## src/rtl/negator_pipe.sv

```systemverilog
// Elastic valid/ready chain of DEPTH registered bitwise-negator stages with a per-item bypass tag.
// Optional output-transfer counter enabled by defining NEGATOR_PIPE_XFER_COUNT_EN.
module negator_pipe #(
   parameter int WIDTH = 8,
   parameter int DEPTH = 2,
   localparam int OCC_W = $clog2(DEPTH + 1)
) (
   input  logic             clock,
   input  logic             reset,
   input  logic             in_valid,
   output logic             in_ready,
   input  logic [WIDTH-1:0] in_data,
   input  logic             in_bypass,
   output logic             out_valid,
   input  logic             out_ready,
   output logic [WIDTH-1:0] out_data,
   output logic             out_bypass,
   output logic [OCC_W-1:0] occupancy
`ifdef NEGATOR_PIPE_XFER_COUNT_EN
   ,
   output logic [15:0]      xfer_count
`endif
);

   logic [DEPTH-1:0] stage_valid;
   logic [DEPTH-1:0] stage_tag;
   logic [WIDTH-1:0] stage_data [DEPTH];

   logic [DEPTH-1:0] up_valid;
   logic [DEPTH-1:0] up_tag;
   logic [WIDTH-1:0] up_data [DEPTH];

   logic [DEPTH-1:0] rdy;

   logic             in_xfer;
   logic             out_xfer;
   logic [OCC_W-1:0] occ_q, occ_d;

   for (genvar k = 0; k < DEPTH; k++) begin : g_stage
      logic             valid_q, valid_d;
      logic             tag_q, tag_d;
      logic [WIDTH-1:0] data_q, data_d;

      if (k == 0) begin : g_head
         assign up_valid[k] = in_valid;
         assign up_tag[k]   = in_bypass;
         assign up_data[k]  = in_data;
      end else begin : g_body
         assign up_valid[k] = stage_valid[k-1];
         assign up_tag[k]   = stage_tag[k-1];
         assign up_data[k]  = stage_data[k-1];
      end

      // A stage can move when any stage from here to the tail has a hole, or the tail drains.
      assign rdy[k] = out_ready || !(&stage_valid[DEPTH-1:k]);

      always_comb begin
         valid_d = valid_q;
         tag_d   = tag_q;
         data_d  = data_q;
         if (rdy[k]) begin
            valid_d = up_valid[k];
            if (up_valid[k]) begin
               tag_d  = up_tag[k];
               data_d = up_tag[k] ? up_data[k] : ~up_data[k];
            end
         end
      end

      always_ff @(posedge clock) begin
         if (reset) begin
            valid_q <= 1'b0;
            tag_q   <= 1'b0;
            data_q  <= '0;
         end else begin
            valid_q <= valid_d;
            tag_q   <= tag_d;
            data_q  <= data_d;
         end
      end

      assign stage_valid[k] = valid_q;
      assign stage_tag[k]   = tag_q;
      assign stage_data[k]  = data_q;
   end

   assign in_ready   = rdy[0];
   assign out_valid  = stage_valid[DEPTH-1];
   assign out_bypass = stage_tag[DEPTH-1];
   assign out_data   = stage_data[DEPTH-1];

   assign in_xfer  = in_valid && rdy[0];
   assign out_xfer = stage_valid[DEPTH-1] && out_ready;

   // Item count tracks transfers, which always equals the number of valid stages.
   always_comb begin
      occ_d = occ_q;
      if (in_xfer && !out_xfer) begin
         occ_d = occ_q + 1'b1;
      end else if (!in_xfer && out_xfer) begin
         occ_d = occ_q - 1'b1;
      end
   end

   always_ff @(posedge clock) begin
      if (reset) begin
         occ_q <= '0;
      end else begin
         occ_q <= occ_d;
      end
   end

   assign occupancy = occ_q;

`ifdef NEGATOR_PIPE_XFER_COUNT_EN
   logic [15:0] xfer_q, xfer_d;

   always_comb begin
      xfer_d = xfer_q;
      if (out_xfer) begin
         xfer_d = xfer_q + 16'd1;
      end
   end

   always_ff @(posedge clock) begin
      if (reset) begin
         xfer_q <= '0;
      end else begin
         xfer_q <= xfer_d;
      end
   end

   assign xfer_count = xfer_q;
`endif

endmodule
```

## config.mk

```make
export PLATFORM = sky130hd
export DESIGN_NAME = negator_pipe
export DESIGN_NICKNAME = d
export VERILOG_FILES = /design/src/rtl/negator_pipe.sv
export SDC_FILE = /design/constraint.sdc
export NUM_CORES = 1
export LEC_CHECK = 0
export ABC_AREA = 1
export BUFFER_PORTS_ARGS = -buffer_cell sky130_fd_sc_hd__buf_2
export CAP_MARGIN = 20
export CORE_ASPECT_RATIO = 1.1
export CORE_MARGIN = 2
export CORE_UTILIZATION = 47
export DETAILED_ROUTE_END_ITERATION = 8
export PLACE_DENSITY_LB_ADDON = 0.12
export SETUP_SLACK_MARGIN = 0.05
export SKIP_CTS_REPAIR_TIMING = 1
export SLEW_MARGIN = 30
export SYNTH_ARGS = -nofsm -noshare
export SYNTH_HDL_FRONTEND = slang
export SYNTH_SLANG_ARGS = --single-unit
```

## constraint.sdc

```tcl
create_clock -name clock -period 1.39 [get_ports clock]
set_input_delay 0.139 -clock clock [delete_from_list [all_inputs] [get_ports clock]]
set_output_delay 0.139 -clock clock [all_outputs]
set_load 0.02 [all_outputs]
```

* Word level (Yosys, flattened, before mapping) *
Cells that the tools add are included.

storage, ports and cells
  bits in registers = 22
  bits in latches = 0
  bits in writable memories = 0
  bits in read-only memories = 0
  input bits = 13
  word-level logic and storage cells = 29
  memories kept = 0

cells by class
  $add $sub $neg = 2
  $mul = 0
  div/mod/pow operators = 0
  magnitude comparators = 0
  equal/unequal tests = 0
  shift operators = 0
  mux-type cells = 4
  bitwise operators = 2
  reduce and logical (&&, ||, !) cells = 14

operator list
  kind                   number
  $mux W8                2
  $not A8 Y8             2
  $reduce_and A2 Y1      3
  $logic_and A1 B1 Y1    4
  $logic_not A1 Y1       4
  $mux W2                2
  $add A2 B1 Y2 const B  1
  $logic_or A1 B1 Y1     2
  $reduce_bool A2 Y1     1
  $sub A2 B1 Y2 const B  1

* Logic depth before layout (Yosys ltp) *
Gate-level depths: netlist of run 1.

  depth after elaboration = 8
  mapped depth = 11
  mapped depth without buffers = 9

* Worst setup path before layout of run 1 *
Ideal clock, no wire load.

  path type = flip-flop to flip-flop
  from = register g_stage[1].valid_q, in the netlist out_valid
  to = register occ_q[1], in the netlist occupancy[1]
  setup time = 0.110 ns
  arrival = 1.247 ns
  setup slack = 0.033 ns
  cell stages (with the launch flop) = 7
  period minus slack after synthesis = 1.357 ns
  cells stage by stage = dfxtp_1 a31oi_1 ha_1 inv_1 nand4_1 nand2_1 nor2_1

between the ends
  word-level cells in the longest chain between the ends = 7

RTL lines
  element                       line  text
  start, declared               40    logic valid_q, valid_d;
  start signal, assigned        76    valid_q <= valid_d;
  $reduce_and A2 Y1 *           55    assign rdy[k] = out_ready || !(&stage_valid[DEPTH-1:k]);
  $logic_not A1 Y1 *            55
  $logic_or A1 B1 Y1 *          55
  $logic_and A1 B1 Y1 *         92    assign in_xfer = in_valid && rdy[0];
  net in_xfer                   35    logic in_xfer;
  $logic_not A1 Y1              100   end else if (!in_xfer && out_xfer) begin
  $logic_and A1 B1 Y1           100
  $reduce_bool A2 Y1 (no line)  --
  end signal, assigned          107   occ_q <= '0;
  end signal, assigned          109   occ_q <= occ_d;
  end, declared                 37    logic [OCC_W-1:0] occ_q, occ_d;

Mark *: on every way through the listed nets, which the timed path passes. The rest lies on a longest branch.
A chain may end at the register's enable or synchronous reset.

* Final worst setup path of run 1 *
Same ends and word-level chain as after synthesis.

==> results of run 1 <==
==> flip-flops by register name, summed over array words and instances, names as in the netlist <==
register / cells
g_stage.data_q: 8
out_data: 8
occupancy: 2
g_stage.tag_q: 1
g_stage.valid_q: 1
out_bypass: 1
out_valid: 1
==> per-stage QoR <==
step / worst slack, ps / std cells / util (%) / hold slack [ps] / total power (uW)
after floorplan: 76.5 / 161 / - / 201 / 936
after global placement: 209 / 210 / 55.2 / 322 / 1000
after detailed placement: 178 / 210 / 55.2 / 331 / 1010
after CTS: -137 / 214 / 57.6 / -6.24 / 1500
after global routing: 55.1 / 216 / 59.1 / 132 / 1560
final: 115 / 216 / 59.1 / 119 / 1490
==> worst paths after layout <==
kind | slack [ps] | from | endpoint
min | 120 | in_valid | g_stage[0].valid_q
max reg2reg | 120 | out_valid | occupancy[1]
max | 120 | out_valid | occupancy[1]
min reg2reg | 500 | out_bypass | out_bypass
==> power by group through the flow <==
| stage | registers [uW] | logic (uW) | clock network (uW) |
|---|---|---|---|
| 2_1_floorplan | 762 | 174 | 0 |
| 3_3_place_gp | 735 | 269 | 0 |
| 3_5_place_dp | 738 | 274 | 0 |
| 4_1_cts | 724 | 277 | 498 |
| 5_1_grt | 732 | 315 | 516 |
| 6_report | 725 | 280 | 483 |
==> worst max-delay path, stage by stage, from the launching register on <==
cell,delay (ps)
dfxtp_4,430
a31oi_1,100
ha_1,340
inv_1,80
nand3_1,80
nand2_1,80
inv_1,40
nor2_1,80
==> metal layers <==
layer  up-vias  wire length, um  GRT usage (%)
met5         -                0              0
met4         0               27           9.72
met3         2               80           1.64
met2        25             1040           27.9
met1       425             1090           19.2
li1        555                -              -
==> synthesized netlist by cell type <==
library cell and count:
inv_1 17, buf_4 1, xnor2_1 8, nand2_1 39, nand3_1 9, nand3_2 2, buf_6 1, nor2_1 28
nand4_1 1, nand2_2 1, buf_2 5, a31oi_1 1, ha_1 1, inv_2 1, a21oi_1 12, dfxtp_1 22
a21oi_4 1, o21ai_0 10, clkbuf_1 1
==> layout make-up <==
cell class | instances | area, um2
clock buffers | 3 | 22.5
clock inverters | 1 | 30.0
fillers | 216 | 912
inverters | 18 | 67.6
multi-input cells | 114 | 562
flip-flops and latches | 22 | 448
well taps | 30 | 37.5
repair buffers | 28 | 150
==> logic make-up after synthesis <==
group                      Yosys count  synth area share [%]
and+or+nand+nor                     80                  29.9
buffers and inverters               26                  10.5
xor gates and xnor gates             8                  6.37
DFF                                 22                  40.0
adders and majority gates            1                  1.14
AOI/OAI and AO/OA                   24                  12.1
==> summary.txt, run 1 <==
Yosys
  – Synthesized cell area: 1100 um2
  – #FFs+latches synth: 22
  – Post-synth top area share: about 40%
  – Sequential area share after synthesis: 40.0%
  – Syn Inst Count: 161
  – YS warnings: 0
  – Yosys top cell by area: dfxtp_1
  – Post-synthesis cell type count: 19
  – Syn Area/Cell: 6.83 um2
  – Synth area leaders: dfxtp_1 40%, nand2_1 13%, nor2_1 9.6%
  – Mapped Nets: 175

Power and ir drop
  – Max IR drop VDD: 0.732 mV
  – PD cells: 1130 nW/um2
  – Internal power: 1090 uW
  – Power share of the sequential group: roughly 49%
  – Clock network power share: around 33%
  – Net Switching: 400 uW
  – LEAKAGE: 0.000672 uW
  – Gate power share: 18.8%
  – Sw Share: 26.9%

Floorplanning
  – Std-Cell Rows: 18
  – Core ar.: 2230 um2
  – Die area: roughly 2700 um2
  – Die H: 54.7 um
  – I/O pin count: 26
  – Initial core utilization: just under 50%
  – Die Wd: 50.1 um

Global route
  – Global Route Usage Sum: 15.9%
  – First-pass GRT wire length: approximately 3.3 mm
  – Total gr overflow: 0
  – Largest net degree at the start of global routing: 21
  – Initial antenna violation count: 0
  – Vias in the first global route: 787

Place
  – Placed inst area: 1230 um2
  – I/O Buffers: 25
  – Placer Congestion: 0.755
  – Final HPWL DP: 1.53 mm

Layout
  – Nets@finish: 201
  – Fin area: 1320 um2
  – Layout cells sized above 1: 21.0%
  – Most frequent cells in the layout: 39 x nand2_1, 28 x nor2_1, 25 x buf_2, 20 x dfxtp_1, 17 x inv_1
  – Area growth syn-to-layout: 19.8%
  – Antenna Cells: 0
  – Most common cell after layout, fill and taps aside: nand2_1

Routing
  – Vias: between 1k and 1.5k
  – Antenna-violating nets left: 0
  – Vias per Instance: 4.66
  – Drt drc: 0
  – WL final: between 2 and 2.5 mm
  – Pre-antenna DRT Iters: 4
  – Initial DRC count: 25
  – Post-DR wirelength/cell: 10.4 um

CTS
  – Reg clk slew, reported paths: approximately 120 ps
  – Clock sinks: 22
  – CTS root buf: clkbuf_4
  – CTS Buf Count: 3
  – Max clock buf depth: 2
  – CTS tree: built
  – Worst-Skew Late Latency: 300 ps
  – H-tree levels: 1

Timing
  – Final Max Tran Viols: 0
  – Achievable frequency: 784 MHz
  – Slew @ Worst Pin: 463 ps
  – Setup_tns: 0 ps
  – Final worst path period share: approximately nine tenths
  – Hold Fails Final Rpt: 0
  – RSZ-0062 raised after global routing: no
  – Final min period: 1270 ps
  – Slew headroom: 69.1%
  – Final Setup Violations: 0
  – Clock Skew: between 8 and 9 ps

Critical path
  – WP data arrival: 1520 ps
  – Critical Path Start Type: flop
  – Critical path peak fanout: 7
  – Reg2Reg Depth: 7
  – Worst Setup End Kind: flop
  – Worst Path Required: 1640 ps
  – Critical path class: flop to flop

Status
  – Status: finished clean

Hold path
  – HP Class: primary input to flop
  – Hold path cells: 3

Job
  – Max cap viols: 0
(Power assumes the default switching activity.)
==> run 2, diff against run 1 <==
RECOVER_POWER = 100   (was unset)
==> run 2 against run 1 <==
  * Wire length rose by 0.67%
  * Core utilization fell by 1.1 points
  * Clock skew fell by 1.7 ps
  * Hold slack improved by 6.5 ps
  * Count of clock-buffer cells in the layout did not move
  * Die area did not move
  * Total power fell by 0.74%
  * Clock power barely moved
  * Global-route usage did not move
  * Design area fell by 1.8%
  * Combinational power fell by 4%
==> summary.txt, run 2 (synthesis results as in run 1) <==
Hold path
  – Hold_sp: in_valid
  – HP Class: primary input to flop

Layout
  – Layout cells sized above 1: 13.4%
  – Most common cell after layout, fill and taps aside: nand2_1
  – Area growth syn-to-layout: 17.6%
  – Antenna Cells: 0
  – Footprint of the multi-input gates: 557 um2
  – Register area: 448 um2
  – Nets@finish: 201
  – Layout Utilization: 58.0%
  – Non-filler cells, final: 216
  – Most frequent cells in the layout: 39 x nand2_1, 28 x nor2_1, 20 x dfxtp_1, 17 x inv_1, 13 x clkbuf_1
  – FILL cells: 228

Place
  – Placer Congestion: 0.755
  – Final HPWL DP: 1.53 mm
  – Placed Instances: 210
  – I/O Buffers: 25

Timing
  – Slew @ Worst Pin: around 460 ps
  – Clock Skew: 6.33 ps
  – Final Max Tran Viols: 0
  – Final min period: 1270 ps
  – RSZ-0062 raised after global routing: no
  – Final worst path period share: about nine tenths
  – Slew headroom: 69.0%
  – Final Setup Violations: 0
  – Hold Fails Final Rpt: 0
  – Achievable frequency: about 800 MHz

Routing
  – Initial DRC count: 26
  – Drt drc: 0
  – Pre-antenna DRT Iters: 4
  – Antenna-violating nets left: 0
  – Vias per Instance: 4.66
  – Post-DR wirelength/cell: roughly 10 um
  – Vias: 1,007
  – WL final: 2.25 mm

CTS
  – Max clock buf depth: 2
  – Worst-Skew Late Latency: 300 ps
  – Clock sinks: 22
  – Reg clk slew, reported paths: 120 ps
  – CTS tree: built
  – CTS root buf: clkbuf_4
  – CTS Buf Count: 3
  – H-tree levels: 1

Global route
  – Initial antenna violation count: 0
  – Largest net degree at the start of global routing: 21
  – Vias in the first global route: 787
  – Global Route Usage Sum: between 10% and 20%
  – Total gr overflow: 0
  – First-pass GRT wire length: 3.31 mm

Power and ir drop
  – LEAKAGE: 0.000624 uW
  – Max IR drop VDD: between 0.7 and 0.8 mV
  – PD cells: 1140 nW/um2

Critical path
  – WP data arrival: between 1500 and 2000 ps
  – Crit path buf inv count: 2
  – Slowest-stage cell, CP: dfxtp_4
  – Worst Path Required: ~1600 ps
  – Critical Path Start Type: flop
  – Max stage delay on crit path: about 430 ps
  – Most Frequent Cell on Critical Path: inv_1
  – Critical path peak fanout: 7
  – Worst flop-to-flop path startpoint: out_valid
  – Worst Setup SP: out_valid
  – Critical path class: flop to flop
  – Worst Setup End Kind: flop
  – Crit path max-delay family: flip-flops
  – Cell Chain, Critical Path: a31oi_1, ha_1, inv_1, nand3_1, nand2_1, inv_1, nor2_1

Floorplanning
  – Die H: 54.7 um
  – Std-Cell Rows: 18
  – I/O pin count: 26
  – Initial core utilization: 49.3%
  – Die area: 2740 um2
  – Core ar.: approximately 2200 um2
  – Die Wd: roughly 50 um

Job
  – Max cap viols: 0

Status
  – Status: finished clean
==> run 2: cell types whose count changed in the layout (fill, tap and decap cells not counted), sizes merged <==
cell / before / now
buf: 27 / 12
clkbuf: 3 / 18
==> run 2: tightest hold or removal path: stages <==
cell	delay [ps]
buf_2	120
inv_1	80
a21oi_1	60
==> run 2: layer usage <==
metal | track usage [%] | routed length [um] | up-vias
met2 | 27.9 | 1040 | 23
met5 | 0 | 0 | -
met3 | 1.64 | 74 | 2
li1 | - | - | 554
met1 | 19.2 | 1110 | 428
met4 | 9.72 | 27 | 0
==> run 2: area by class of cell <==
type                       instances  area share [%]
clock buffer                       3            1.74
clock inverter                     1            2.32
inverter                          18            5.22
multi-input combinational        114            43.0
sequential                        22            34.6
tap                               30            2.90
timing repair buffer              28            10.2
==> run 2: report_power, final <==
part / internal, uW / switching, uW
logic: 106 / 165
registers: 681 / 44.6
clock network: 291 / 189
total: 1080 / 399
==> run 2: final timing paths <==
check	depth (start not counted)	slack, ps	to
setup / recovery	7	120	occupancy[1]
hold / removal	3	130	g_stage[0].valid_q
setup reg to reg	7	120	occupancy[1]
hold reg to reg	2	500	out_bypass
==> run 2: through the flow <==
stage          power [uW]  hold WS [ps]  TNS, ps  area [um2]  setup WS (ps)
2_1_floorplan         936           201        0        1100           76.5
3_3_place_gp         1000           322        0        1230            209
3_5_place_dp         1010           331        0        1230            178
4_1_cts              1500         -6.24     -137        1280           -137
5_1_grt              1550           139        0        1290           60.3
6_report             1480           126        0        1290            120
